## src/rtl/qsfp_pkg.sv

```systemverilog
// Shared types and constants for the QSFP Aurora link sequencer.
// Build option: QSFP_SOFT_ERR_COUNT_EN enables the per-channel soft-error counters.
package qsfp_pkg;

  localparam int RETRY_W = 8;
  localparam int SERR_W  = 16;

  typedef enum logic [1:0] {
    RST_ALL = 2'd0,
    RST_PB  = 2'd1,
    WAIT_UP = 2'd2,
    UP      = 2'd3
  } link_state_e;

  function automatic int max3(input int a, input int b, input int c);
    int m;
    m = (a > b) ? a : b;
    return (m > c) ? m : c;
  endfunction

endpackage

```

## src/rtl/qsfp_link_fsm.sv

```systemverilog
// One channel's bring-up sequencer: reset FSM, phase timer, retry and soft-error counters.
// Build option: QSFP_SOFT_ERR_COUNT_EN builds the soft-error edge detect and counter.
module qsfp_link_fsm
  import qsfp_pkg::*;
#(
  parameter int LANE_COUNT = 4,
  parameter int PMA_CYCLES = 128,
  parameter int PB_HOLD    = 64,
  parameter int UP_TIMEOUT = 1_000_000
) (
  input  logic                  clk,
  input  logic                  resetn,
  input  logic                  enable,
  input  logic                  clear,
  input  logic                  channel_up,
  input  logic [LANE_COUNT-1:0] lane_up,
  input  logic                  hard_err,
  input  logic                  soft_err,
  output logic                  pma_init,
  output logic                  reset_pb,
  output logic                  link_ready,
  output logic [RETRY_W-1:0]    retry_count,
  output logic [SERR_W-1:0]     soft_err_count,
  output link_state_e           state_o
);

  localparam int TW = $clog2(max3(PMA_CYCLES, PB_HOLD, UP_TIMEOUT)) + 1;
  localparam logic [TW-1:0] PMA_LAST = TW'(PMA_CYCLES - 1);
  localparam logic [TW-1:0] PB_LAST  = TW'(PB_HOLD - 1);
  localparam logic [TW-1:0] UP_LAST  = TW'(UP_TIMEOUT - 1);

  link_state_e        state_q, state_d;
  logic [TW-1:0]      timer_q, timer_d;
  logic [RETRY_W-1:0] retry_q, retry_d;
  logic               pma_init_q, pma_init_d;
  logic               reset_pb_q, reset_pb_d;
  logic               link_ready_q, link_ready_d;
  logic               retry_inc;
  logic               link_ok;

  assign link_ok = channel_up && (&lane_up);

  always_comb begin
    state_d   = state_q;
    timer_d   = timer_q + 1'b1;
    retry_inc = 1'b0;
    if (!enable) begin
      state_d = RST_ALL;
    end else begin
      case (state_q)
        RST_ALL: if (timer_q == PMA_LAST) state_d = RST_PB;
        RST_PB:  if (timer_q == PB_LAST) state_d = WAIT_UP;
        WAIT_UP: begin
          if (link_ok) begin
            state_d = UP;
          end else if ((timer_q == UP_LAST) || hard_err) begin
            // timeout and hard error together still count once
            state_d   = RST_ALL;
            retry_inc = 1'b1;
          end
        end
        UP: begin
          if (hard_err || !link_ok) begin
            state_d   = RST_ALL;
            retry_inc = 1'b1;
          end
        end
        default: state_d = RST_ALL;
      endcase
    end
    if ((state_d != state_q) || !enable) timer_d = '0;

    retry_d = retry_q;
    if (clear) retry_d = '0;
    else if (retry_inc && (retry_q != '1)) retry_d = retry_q + 1'b1;

    pma_init_d   = (state_d == RST_ALL);
    reset_pb_d   = (state_d == RST_ALL) || (state_d == RST_PB);
    link_ready_d = (state_d == UP);
  end

  always_ff @(posedge clk) begin
    if (!resetn) begin
      state_q      <= RST_ALL;
      timer_q      <= '0;
      retry_q      <= '0;
      pma_init_q   <= 1'b1;
      reset_pb_q   <= 1'b1;
      link_ready_q <= 1'b0;
    end else begin
      state_q      <= state_d;
      timer_q      <= timer_d;
      retry_q      <= retry_d;
      pma_init_q   <= pma_init_d;
      reset_pb_q   <= reset_pb_d;
      link_ready_q <= link_ready_d;
    end
  end

  assign pma_init    = pma_init_q;
  assign reset_pb    = reset_pb_q;
  assign link_ready  = link_ready_q;
  assign retry_count = retry_q;
  assign state_o     = state_q;

`ifdef QSFP_SOFT_ERR_COUNT_EN
  logic              soft_prev_q, soft_prev_d;
  logic [SERR_W-1:0] serr_q, serr_d;

  always_comb begin
    soft_prev_d = soft_err;
    serr_d      = serr_q;
    if (clear) serr_d = '0;
    else if ((state_q == UP) && soft_err && !soft_prev_q && (serr_q != '1)) serr_d = serr_q + 1'b1;
  end

  always_ff @(posedge clk) begin
    if (!resetn) begin
      soft_prev_q <= 1'b0;
      serr_q      <= '0;
    end else begin
      soft_prev_q <= soft_prev_d;
      serr_q      <= serr_d;
    end
  end

  assign soft_err_count = serr_q;
`else
  logic soft_err_unused;
  assign soft_err_unused = soft_err;
  assign soft_err_count  = '0;
`endif

endmodule

```

## src/rtl/qsfp_link_sequencer.sv

```systemverilog
// Per-channel Aurora bring-up/supervision for the QSFP cages; one qsfp_link_fsm per channel.
// Build option: QSFP_SOFT_ERR_COUNT_EN enables soft_err_count (otherwise tied to 0).
module qsfp_link_sequencer
  import qsfp_pkg::*;
#(
  parameter int NUM_CH     = 2,
  parameter int LANE_COUNT = 4,
  parameter int PMA_CYCLES = 128,
  parameter int PB_HOLD    = 64,
  parameter int UP_TIMEOUT = 1_000_000
) (
  input  logic                         clk,
  input  logic                         resetn,
  input  logic [NUM_CH-1:0]            enable,
  input  logic                         clear,
  input  logic [NUM_CH-1:0]            channel_up,
  input  logic [NUM_CH*LANE_COUNT-1:0] lane_up,
  input  logic [NUM_CH-1:0]            hard_err,
  input  logic [NUM_CH-1:0]            soft_err,
  output logic [NUM_CH-1:0]            pma_init,
  output logic [NUM_CH-1:0]            reset_pb,
  output logic [NUM_CH-1:0]            link_ready,
  output logic [NUM_CH*RETRY_W-1:0]    retry_count,
  output logic [NUM_CH*SERR_W-1:0]     soft_err_count
);

  // per-channel state, left for checkers to probe
  link_state_e ch_state_unused [NUM_CH];

  for (genvar c = 0; c < NUM_CH; c++) begin : g_ch
    qsfp_link_fsm #(
      .LANE_COUNT (LANE_COUNT),
      .PMA_CYCLES (PMA_CYCLES),
      .PB_HOLD    (PB_HOLD),
      .UP_TIMEOUT (UP_TIMEOUT)
    ) u_fsm (
      .clk            (clk),
      .resetn         (resetn),
      .enable         (enable[c]),
      .clear          (clear),
      .channel_up     (channel_up[c]),
      .lane_up        (lane_up[c*LANE_COUNT +: LANE_COUNT]),
      .hard_err       (hard_err[c]),
      .soft_err       (soft_err[c]),
      .pma_init       (pma_init[c]),
      .reset_pb       (reset_pb[c]),
      .link_ready     (link_ready[c]),
      .retry_count    (retry_count[c*RETRY_W +: RETRY_W]),
      .soft_err_count (soft_err_count[c*SERR_W +: SERR_W]),
      .state_o        (ch_state_unused[c])
    );
  end

endmodule

```

## config.mk

```make
export PLATFORM = sky130hd
export DESIGN_NAME = qsfp_link_sequencer
export DESIGN_NICKNAME = d
export VERILOG_FILES = /design/src/rtl/qsfp_pkg.sv /design/src/rtl/qsfp_link_fsm.sv /design/src/rtl/qsfp_link_sequencer.sv
export SDC_FILE = /design/constraint.sdc
export NUM_CORES = 1
export LEC_CHECK = 0
export CAP_MARGIN = 20
export CORE_MARGIN = 8
export CORE_UTILIZATION = 52
export DETAILED_ROUTE_END_ITERATION = 10
export PLACE_DENSITY = 0.86
export SLEW_MARGIN = 20
export SYNTH_ARGS = -nofsm -noshare
export SYNTH_HDL_FRONTEND = slang
export SYNTH_SLANG_ARGS = --single-unit
```

## constraint.sdc

```tcl
create_clock -name clk -period 2.9 [get_ports clk]
set_input_delay 0.435 -clock clk [delete_from_list [all_inputs] [get_ports clk]]
set_output_delay 0.435 -clock clk [all_outputs]
set_load 0.005 [all_outputs]
```

==> flow_summary.ini, run 1 <==
[critical_path]
timing.reg2reg.setup_slack_ps = 290
required_ps = 3170
setup.worst_path.start_class = flip-flop
r2r.worst_path.cells = 5
r2r-end = g_ch[1].u_fsm.retry_count[5]
endpoint = g_ch[1].u_fsm.retry_count[5]
critPathLaunch = g_ch[1].u_fsm.timer_q[7]
end_kind = flip-flop
cp_max_fo = 15
r2r-start = g_ch[1].u_fsm.timer_q[7]
arrival_ps = 2880
path_class = flip-flop to flip-flop

[synthesis]
synth.distinct_cells = 52
ys_seq_elements = 68
synth_edf_count = 0
synth_ff_type = dfxtp_1
synthCells = 431
syn_area_per_cell_sq_um = 8.42
ys_seq_area_share_pct = 37.5
synth-async-reset-ratio_pct = 0
synth_area_sq_um = 3630
yosys_warnings = 0

[finish]
final_layout_size_suffix_gt1_share_pct = 8.55
syn2layout_area_growth_pct = 12.6
final_util_pct = 60.5
fin_nets = 486
final_cell_mix = 68 x dfxtp_1, 43 x nor2_1, 38 x clkdlybuf4s50_1, 32 x conb_1, 30 x xnor2_1
antenna_cells = 0
layout_commonest_cell = dfxtp_1
fin_area_sq_um = 4090
fillers = 573

[clock_tree]
hold_buffers = 0
post_cts_resized = 0
cts_inserted_buffers = 9
clk_latency_ps = 340
htreeDepth = 3
clockRootBuffer = clkbuf_8
cts.path.max_buffers = 2
path_clk_slew_ps = 70
cts_tree = done
cts_setup_buffers = 0
cts.sinks = 68

[die]
die_w_microns = 99.5
die_y_microns = 99.5
core_sq_um = 6760
start_util_pct = 53.7
rows = 30
die-area_sq_um = 9910
io_pins = 73

[drt]
totalWireLength_microns = 7810
drtPass1Iterations = 4
viasPerCell = 5.59
drtIter0Drc = 154
final_antenna_net_count = 0
vias = 3061
drc = 0
post_drt_wl_per_cell_microns = 14.3

[power_and_ir_drop]
pwr_density_cell_nw_per_um2 = 433
power_frac_seq_pct = 53.0
internal-power_mw = 1.36
total_power_mw = 1.77
p_sw_share_pct = 23.1
p_comb_share_pct = 4.5
power_frac_clock_pct = 42.4
leakagePower_nw = 1.29
ir_worst_vdd_mv = 0.254
p_sw_mw = 0.409

[timing]
clock.fmax_mhz = 383
finalSetupTns_ps = 0
setup_viol = 0
max_slew_margin_pct = 50.5
drv_slew = 0
fin_crit_ps = 2610
rsz0062_at_grt = false
worst_pin_slew_ps = 736
fin_skew_ps = 8.50
post-route-period-util_pct = 90.0
hold_viol = 0

[global_routing]
grt_max_degree = 22
grt_pass1_wl_microns = 13100
overflow = 0
antenna_found_initial = 0
grt_use_total_pct = 15.9
first_global_vias = 2930

[placed_design]
gp_congestion = 0.841
place_hpwl_microns = 5810
portBuffers = 38
placed_area_sq_um = 3890

[outcome]
status = complete, no violations

[hold_path]
hold_path_class = flip-flop to flip-flop

[run]
drv_cap = 0
==> layer usage <==
layer	up-vias	track usage (%)	part of all wire, %
li1	1540	-	-
met1	1420	18.3	44
met2	88	26.2	47
met3	13	4.40	6.5
met4	0	7.92	1.9
met5	-	0	0
==> how the worst min path moves through the flow <==
| stage | start | to | slack [ps] | depth (start not counted) |
|---|---|---|---|---|
| after detailed placement | g_ch[1].u_fsm.timer_q[0] | g_ch[1].u_fsm.timer_q[0] | 460 | 1 |
| after CTS | g_ch[1].u_fsm.timer_q[0] | g_ch[1].u_fsm.timer_q[0] | 480 | 1 |
| after global placement | g_ch[1].u_fsm.timer_q[0] | g_ch[1].u_fsm.timer_q[0] | 440 | 1 |
| final | g_ch[1].u_fsm.timer_q[0] | g_ch[1].u_fsm.timer_q[0] | 470 | 1 |
| after global routing | g_ch[1].u_fsm.timer_q[0] | g_ch[1].u_fsm.timer_q[0] | 510 | 1 |
| after floorplan | g_ch[1].u_fsm.timer_q[0] | g_ch[1].u_fsm.timer_q[0] | 430 | 1 |
==> power groups by stage <==
stage	Sequential, mW	Clock, mW	Combinational [mW]
after floorplan	0.959	0	0.0746
after CTS	0.938	0.764	0.0780
after global placement	0.960	0	0.0758
after detailed placement	0.960	0	0.0773
final	0.938	0.751	0.0801
after global routing	0.938	0.807	0.0894
==> flip-flops by register name, summed over array words and instances, names as in the netlist <==
register and flops:
g_ch.u_fsm.timer_q 42, g_ch.u_fsm.reset_pb 2, g_ch.u_fsm.link_ready 2, g_ch.u_fsm.retry_count 16, g_ch.u_fsm.state_o 4, g_ch.u_fsm.pma_init 2
==> final cells by class <==
| cell class | instances | area [sq um] | area share [%] |
|---|---|---|---|
| sequential | 68 | 1360 | 33.3 |
| timing repair buffer | 44 | 425 | 10.4 |
| clock inverter | 7 | 67.6 | 1.65 |
| tap | 80 | 100 | 2.45 |
| clock buffer | 9 | 124 | 3.03 |
| inverter | 14 | 52.6 | 1.29 |
| multi-input combinational | 326 | 1960 | 47.9 |
==> kinds of logic (layout without fill, tap and decap cells) <==
logic type | after synthesis | after routing | synth area share [%]
AOI/OAI and AO/OA | 54 | 54 | 10.1
buffers and inverters | 68 | 74 | 11.8
and+or+nand+nor | 197 | 197 | 29.7
other | 1 | 32 | 0.103
adders and majority gates | 4 | 4 | 1.38
DFF | 68 | 68 | 37.5
xor gates and xnor gates | 39 | 39 | 9.41
==> stage by stage <==
| stage | worst slack [ps] | std cells | hold slack, ps |
|---|---|---|---|
| final | 289 | 548 | 470 |
| after global routing | 141 | 548 | 509 |
| after CTS | 303 | 548 | 479 |
| after detailed placement | 347 | 532 | 464 |
| after global placement | 400 | 532 | 443 |
| after floorplan | 811 | 462 | 430 |
==> synthesized netlist by cell type, drive strengths merged, types with 14 or more instances <==
cell | instances | share of area, %
a21oi | 16 | 2.2
buf | 47 | 9.4
dfxtp | 68 | 38
inv | 14 | 1.4
nand2 | 22 | 2.3
nand3 | 29 | 4.0
nor2 | 43 | 4.4
nor3 | 17 | 2.3
nor4 | 27 | 5.2
o21ai | 14 | 1.9
or3 | 15 | 2.7
or4 | 15 | 3.3
xnor2 | 30 | 7.2
==> critical path: stages (launching register included) <==
cell	delay, ps
dfxtp_1	360
or4_1	620
o41ai_2	320
nand4b_1	480
or4_1	630
a21oi_1	140
Note: power is estimated with default switching activity, not from simulation.
==> inputs of run 2 (changes only) <==
--- a/config.mk
+++ b/config.mk
@@ -8,6 +8,7 @@
 export CAP_MARGIN = 20
 export CORE_MARGIN = 8
 export CORE_UTILIZATION = 52
+export CTS_CLUSTER_SIZE = 14
 export DETAILED_ROUTE_END_ITERATION = 10
 export PLACE_DENSITY = 0.86
 export SLEW_MARGIN = 20
==> results of run 2 <==
No change in the layout: final DEF, timing and power equal those of run 1.
==> inputs of run 3 (changes only) <==
--- a/config.mk
+++ b/config.mk
@@ -11,7 +11,7 @@
 export CTS_CLUSTER_SIZE = 14
 export DETAILED_ROUTE_END_ITERATION = 10
 export PLACE_DENSITY = 0.86
-export SLEW_MARGIN = 20
+export SLEW_MARGIN = 10
 export SYNTH_ARGS = -nofsm -noshare
 export SYNTH_HDL_FRONTEND = slang
 export SYNTH_SLANG_ARGS = --single-unit
==> results of run 3 <==
No change in the layout: final DEF, timing and power equal those of run 1.
